<file path="src/rtl/hm_clock_counter.sv">
// hm_clock_counter: 24-hour BCD timekeeper with a one-second prescaler and a
// three-state set FSM (RUN -> SET_HOUR -> SET_MIN -> RUN) for editing the time.
// Hour, minute and second are held directly in BCD so the display path needs
// no conversion; every output is a register.
module hm_clock_counter #(
    parameter int unsigned TICKS_PER_SEC = 50_000_000
) (
    input  logic       clk_i,
    input  logic       rst_i,
    input  logic       mode_i,
    input  logic       inc_i,
    input  logic       show_min_i,
    output logic [7:0] hour_o,
    output logic [7:0] minute_o,
    output logic [7:0] second_o,
    output logic [1:0] state_o,
    output logic       disp_sel_o
);

    localparam int unsigned PresW = (TICKS_PER_SEC > 2) ? $clog2(TICKS_PER_SEC) : 1;
    localparam logic [PresW-1:0] PresMax = PresW'(TICKS_PER_SEC - 1);

    typedef enum logic [1:0] {
        StRun     = 2'b00,
        StSetHour = 2'b01,
        StSetMin  = 2'b10,
        StBad     = 2'b11
    } state_e;

    state_e           state_q;
    logic [PresW-1:0] pres_q;
    logic [7:0]       hour_q;
    logic [7:0]       minute_q;
    logic [7:0]       second_q;
    logic             disp_sel_q;
    logic             sec_tick;

    // BCD +1 modulo 60; a units digit of 9 (or anything above) always carries,
    // so a units nibble can never reach 4'hA.
    function automatic logic [7:0] bcd_inc60(input logic [7:0] v);
        logic [7:0] r;
        if (v == 8'h59) begin
            r = 8'h00;
        end else if (v[3:0] >= 4'd9) begin
            r = {v[7:4] + 4'd1, 4'd0};
        end else begin
            r = {v[7:4], v[3:0] + 4'd1};
        end
        return r;
    endfunction

    // BCD +1 modulo 24.
    function automatic logic [7:0] bcd_inc24(input logic [7:0] v);
        logic [7:0] r;
        if (v >= 8'h23) begin
            r = 8'h00;
        end else if (v[3:0] >= 4'd9) begin
            r = {v[7:4] + 4'd1, 4'd0};
        end else begin
            r = {v[7:4], v[3:0] + 4'd1};
        end
        return r;
    endfunction

    // One-second strobe: last prescaler count while running.
    always_comb begin
        sec_tick = (state_q == StRun) && (pres_q == PresMax);
    end

    // Prescaler, time registers, set FSM and display select in one registered block.
    always_ff @(posedge clk_i) begin
        if (rst_i) begin
            state_q    <= StRun;
            pres_q     <= '0;
            hour_q     <= 8'h00;
            minute_q   <= 8'h00;
            second_q   <= 8'h00;
            disp_sel_q <= 1'b0;
        end else begin
            // Prescaler only runs in RUN; any other state pins it at zero.
            if (state_q == StRun) begin
                pres_q <= sec_tick ? '0 : pres_q + 1'b1;
            end else begin
                pres_q <= '0;
            end

            // Full carry chain resolves in one edge (23:59:59 -> 00:00:00).
            if (sec_tick) begin
                second_q <= bcd_inc60(second_q);
                if (second_q == 8'h59) begin
                    minute_q <= bcd_inc60(minute_q);
                    if (minute_q == 8'h59) begin
                        hour_q <= bcd_inc24(hour_q);
                    end
                end
            end

            // mode has priority over inc; inc only edits in the set states.
            case (state_q)
                StRun: begin
                    if (mode_i) begin
                        state_q    <= StSetHour;
                        disp_sel_q <= 1'b0;
                    end else begin
                        disp_sel_q <= show_min_i;
                    end
                end
                StSetHour: begin
                    disp_sel_q <= 1'b0;
                    if (mode_i) begin
                        state_q    <= StSetMin;
                        disp_sel_q <= 1'b1;
                    end else if (inc_i) begin
                        hour_q <= bcd_inc24(hour_q);
                    end
                end
                StSetMin: begin
                    disp_sel_q <= 1'b1;
                    if (mode_i) begin
                        // Leaving edit restarts the second from a clean boundary.
                        state_q    <= StRun;
                        second_q   <= 8'h00;
                        pres_q     <= '0;
                        disp_sel_q <= show_min_i;
                    end else if (inc_i) begin
                        minute_q <= bcd_inc60(minute_q);
                    end
                end
                default: begin
                    // Unused encoding: recover to RUN without touching the time.
                    state_q    <= StRun;
                    disp_sel_q <= show_min_i;
                end
            endcase
        end
    end

    assign hour_o     = hour_q;
    assign minute_o   = minute_q;
    assign second_o   = second_q;
    assign state_o    = state_q;
    assign disp_sel_o = disp_sel_q;

endmodule

</file>
<file path="config.mk">
export PLATFORM = sky130hd
export DESIGN_NAME = hm_clock_counter
export DESIGN_NICKNAME = d
export VERILOG_FILES = /design/src/rtl/hm_clock_counter.sv
export SDC_FILE = /design/constraint.sdc
export NUM_CORES = 1
export LEC_CHECK = 0
export CAP_MARGIN = 5
export CORE_ASPECT_RATIO = 0.5
export CORE_UTILIZATION = 25
export CTS_CLUSTER_SIZE = 14
export DETAILED_ROUTE_END_ITERATION = 6
export HOLD_SLACK_MARGIN = 0.05
export PLACE_DENSITY = 0.39
export SLEW_MARGIN = 20
export SYNTH_ARGS = -nofsm -noshare
export SYNTH_HDL_FRONTEND = slang
export SYNTH_SLANG_ARGS = --single-unit
export TNS_END_PERCENT = 10
</file>
<file path="constraint.sdc">
create_clock -name clk_i -period 2.7 [get_ports clk_i]
set_clock_uncertainty 0.2 [all_clocks]
set_input_delay 0.675 -clock clk_i [delete_from_list [all_inputs] [get_ports clk_i]]
set_output_delay 0.675 -clock clk_i [all_outputs]
set_load 0.01 [all_outputs]
</file>
# Word-level counts from Yosys, hierarchy flattened
# Cells that the tools add are included.
[classes]
n_mux = 32
magnitude_cmp = 4
n_eq_ne = 8
n_reduce_logical = 3
n_addsub = 7
[ops]
columns = ["op", "count"]
rows = [
  ["$mux W8", 20],
  ["$mux W26", 4],
  ["$add A26 B1 Y26 const B", 1],
  ["$eq A26 B26 Y1 const B", 1],
  ["$add A4 B1 Y4 const B", 6],
  ["$eq A8 B7 Y1 const B", 2],
  ["$ge A4 B4 Y1 const B", 3],
  ["$ge A8 B6 Y1 const B", 1],
  ["$mux W2", 3],
  ["$ne A2 B2 Y1 const B", 3],
  ["$pmux W2 S3", 1],
  ["$mux W1", 3],
  ["$pmux W1 S3", 1],
  ["$reduce_and A3 Y1", 1],
  ["$eq A2 B1 Y1 const B", 1],
  ["$eq A2 B2 Y1 const B", 1],
  ["$logic_not A2 Y1", 1],
  ["$logic_and A1 B1 Y1", 1],
]
[totals]
regBits = 53
elab_cells = 60

# Logic depth before layout (Yosys ltp)
# Gate-level depths: netlist of the first run.
[depth]
ltp_word = 9
depth_mapped = 8
depth_no_buf = 7

# Worst setup path after synthesis of the first run
# OpenSTA, ideal clock, no wires.
[synth_path]
path_kind = "register to register"
startpoint = "register state_q[1], in the netlist state_o[1]"
endpoint = "register pres_q[23]"
n_path_buf = 2
setup_time_ps = 115
arrival_time_ps = 1997
path_stages_with_launch = 8
slack_ps = 388
path_cell_list = "dfxtp_1 -> or4_1 -> nor4_4 -> and2_0 -> or4_1 -> buf_4 -> buf_4 -> nor2_1"
[synth_via]
elab_chain_len = 6
word_cells_on_any_way = 7
cone_classes = "eq/ne (1); mux (4); reduce/logical (2)"
[synth_lines]
columns = ["item", "line_no", "rtl"]
rows = [
  ["start, declared", "30", "state_e state_q;"],
  ["start signal, assigned", "73", "state_q <= StRun;"],
  ["start signal, assigned", "102", "state_q <= StSetHour;"],
  ["start signal, assigned", "111", "state_q <= StSetMin;"],
  ["$logic_not A2 Y1", "67, 81", ""],
  ["$logic_and A1 B1 Y1", "67", "sec_tick = (state_q == StRun) && (pres_q == PresMax);"],
  ["$mux W26", "82", "pres_q <= sec_tick ? '0 : pres_q + 1'b1;"],
  ["$mux W26", "81", "if (state_q == StRun) begin"],
  ["$mux W26", "119", "if (mode_i) begin"],
  ["$mux W26 (*)", "99", "case (state_q)"],
  ["end signal, assigned", "82", ""],
  ["end, declared", "31", "logic [PresW-1:0] pres_q;"],
]
# Every way passes the cells marked *; elsewhere a longest branch is shown, timed or not.
# A chain may end at the register's enable or synchronous reset.

# Worst setup path after layout of the first run
[layout_path]
startpoint = "register pres_q[20]"
endpoint = "register hour_q[0], in the netlist hour_o[0]"
[layout_via]
elab_chain_len = 6
[layout_lines]
columns = ["item", "line_no", "rtl"]
rows = [
  ["$eq A26 B26 Y1 (*)", "67", ""],
  ["$logic_and A1 B1 Y1 (*)", "67", ""],
  ["$mux W8 (*)", "88", "if (sec_tick) begin"],
  ["$mux W8", "113", "end else if (inc_i) begin"],
  ["$mux W8", "110", "if (mode_i) begin"],
  ["$mux W8 (*)", "99", ""],
  ["end signal, assigned", "93", "hour_q <= bcd_inc24(hour_q);"],
  ["end signal, assigned", "114", "hour_q <= bcd_inc24(hour_q);"],
  ["end, declared", "32", "logic [7:0] hour_q;"],
]
# Marked as above.

==> results.sh, run 1 <==
export IMPL_post_route_util_pct=33.6
export IMPL_ir_drop_mv=0.210
export IMPL_numCtsBuffers=5
export IMPL_globalplace_congestion=0.826
export IMPL_syn_cell_area_um2=2820
export IMPL_p_leak_nw=1.24
export IMPL_finalSetupViolCount=0
export IMPL_worst_pin_slew_ps=633
export IMPL_synth_seq_cells=53
export IMPL_p_per_area_nw_per_um2=443
export IMPL_synth_flop_cell="dfxtp_1"
export IMPL_cap_violations=0
export IMPL_drt_iter0_drc=131
export IMPL_io_pins=32
export IMPL_avgSynthCellArea_um2=8.59
export IMPL_synth_common_cells="dfxtp_1 (53), nor2_1 (42), nand2_1 (22)"
export IMPL_cts_sinks=53
export IMPL_fin_nets=395
export IMPL_max_freq_mhz=395
export IMPL_start_util_pct=26.6
export IMPL_grt_max_degree=26
export IMPL_hold_class="flip-flop to flip-flop"
export IMPL_cts_repair_resized=0
export IMPL_finalCriticalPeriod_ps=2530
export IMPL_slew_headroom_pct=57.6
export IMPL_total_power_w=0.00157
export IMPL_dp_slack_ps=200
export IMPL_wl_mm=7.19
export IMPL_clkSlewWorstSetupHoldPaths_ps=70
export IMPL_final_setup_worst_slack_ps=168
export IMPL_die_h_um=77.1
export IMPL_wl_per_cell_um=14.0
export IMPL_fp_row_count=26
export IMPL_grt_pass1_wl_mm=12.0
export IMPL_post_cts_setup_buffers=0
export IMPL_path_cells="nand4_1, nor4b_4, a21oi_1, nor3b_1, a22o_1"
export IMPL_hold_depth=1
export IMPL_post_route_period_util_pct=93.8
export IMPL_area_delta_synth_final_pct=25.9
export IMPL_synthDistinctLibCells=53
export IMPL_clockRootBuffer="clkbuf_16"
export IMPL_violations="design-rule violations"
export IMPL_worstSetupPathType="flip-flop to flip-flop"
export IMPL_grt_overflow_total=0
export IMPL_slew_viol_final=0
export IMPL_antenna_found_initial=0
export IMPL_ys_top_cells_by_area="dfxtp_1 (38%), ha_1 (7.1%), nor2_1 (5.6%)"
export IMPL_cts_htree_levels=2
export IMPL_viasPerCell=4.90
export IMPL_cp_end_kind="flip-flop"
export IMPL_clockBufferDepth=2
export IMPL_r2r_cells=5
export IMPL_dp_hpwl_mm=5.31
export IMPL_min_from="pres_q[0]$_SDFF_PP0_"
export IMPL_vias=2521
export IMPL_synth_nets=349
export IMPL_critPathMaxStageDelay_ps=660
export IMPL_critPathSlowestCell="nor4b_4"
export IMPL_dieWidth_um=152
export IMPL_yosysMostFrequentCell="dfxtp_1"
export IMPL_antenna_cells=0
export IMPL_yosys_area_top_type="dfxtp_1"
export IMPL_yosysTopAreaCellShare_pct=37.7
export IMPL_yosysWarnings=0
export IMPL_crit_required_ps=2740
export IMPL_rr_startpoint="pres_q[20]$_SDFF_PP0_"
export IMPL_setup_worst_path_start="pres_q[20]$_SDFF_PP0_"
export IMPL_arrival_ps=2570
export IMPL_hold_viol_final=0
export IMPL_drive_above_1_share_pct=10.4
export IMPL_synthArstFlopShare_pct=0
export IMPL_path_max_fanout=7
export IMPL_drc=4
export IMPL_start_kind="flip-flop"
export IMPL_grt_usage_pct=12.8
export IMPL_dieArea_um2=11700
export IMPL_first_global_vias=2340
export IMPL_io_buffers=31
export IMPL_syn_inst=328
export IMPL_finalSetupTns_ps=0
export IMPL_seq_area_frac_synth_pct=37.7
export IMPL_ant_nets=0
export IMPL_cts_hold_buf=0
export IMPL_clk_latency_ps=300
export IMPL_status="complete, but fails checks"
export IMPL_synth_edf_count=0
export IMPL_cts_tree="done"
export IMPL_grt_setup_unrepaired="no"
export IMPL_core_area_um2=10600
export IMPL_drt_pass1_iterations=7
cell type report:
| cell class | instances | area [um^2] |
|---|---|---|
| flip-flops and latches | 53 | 1060 |
| well taps | 140 | 175 |
| fillers | 1088 | 7030 |
| inverters | 21 | 78.8 |
| clock inverters | 2 | 16.3 |
| clock buffers | 6 | 139 |
| multi-input cells | 244 | 1620 |
| repair buffers | 49 | 458 |
kinds of logic after synthesis:
kind of cell / synth area share, %
AOI/OAI and AO/OA: 12.3
adders and majority gates: 7.11
xor gates and xnor gates: 7.46
DFF: 37.7
muxes: 0.400
and+or+nand+nor: 30.3
buffers and inverters: 4.84
layout by cell type, fill, tap and decap left out, drive strengths merged, types with 3 or more instances in the layout:
master,netlist,routed
a21oi,19,19
and3,7,7
buf,5,18
clkbuf,5,6
clkdlybuf4s50,0,31
dfxtp,53,53
ha,16,16
inv,21,22
nand2,23,23
nand3,11,11
nand4,16,16
nor2,42,42
nor2b,4,4
nor3,12,12
nor4,6,6
o21ai,10,10
o311ai,3,3
o31ai,6,6
or4,8,8
or4b,3,3
xnor2,10,10
xor2,14,14
critical path, delay by kind of cell (launching register included):
family	cells	cell delay, ps
AO/OA/AOI/OAI	2	480
flip-flops	1	430
AND/OR/NAND/NOR	3	1360
final timing paths:
kind	to	slack, ps
max reg2reg	hour_o[0]$_SDFF_PP0_	170
min	pres_q[0]$_SDFF_PP0_	270
max	hour_o[0]$_SDFF_PP0_	170
min reg2reg	pres_q[0]$_SDFF_PP0_	270
metal layers:
metal / track usage, % / vias to the layer above / wire, um
met5: 0 / - / 0
met4: 4.39 / 0 / 98
met3: 3.00 / 9 / 256
met2: 19.6 / 41 / 3140
met1: 17.4 / 1191 / 3690
li1: - / 1280 / -
per-stage QoR:
step,area (um^2),cells,hold WS (ps)
2_1_floorplan,2820,328,229
3_3_place_gp,3390,507,243
3_5_place_dp,3390,507,256
4_1_cts,3550,515,274
5_1_grt,3550,515,303
6_report,3550,515,268
sequential cells by signal, indices dropped and copies added (netlist names):
name	count
pres_q	26
hour_o	8
minute_o	8
second_o	8
state_o	2
disp_sel_o	1
power breakdown:
part	leakage, nW	internal, W	switching (W)
clock network	0.0735	0.000373	0.000312
registers	0.428	0.000789	0.00000999
logic	0.740	0.0000391	0.0000475
total	1.24	0.00120	0.000369
No activity file was read; power rests on OpenSTA's default activity.
==> run 2: changes to the inputs <==
- ABC_CLOCK_PERIOD_IN_PS: not set -> 2700
==> results of run 2 <==
No change in the layout: final DEF, timing and power equal those of run 1.
==> run 3: changes to the inputs <==
- CAP_MARGIN: 5 -> not set
==> results of run 3 <==
No change in the layout: final DEF, timing and power equal those of run 1.
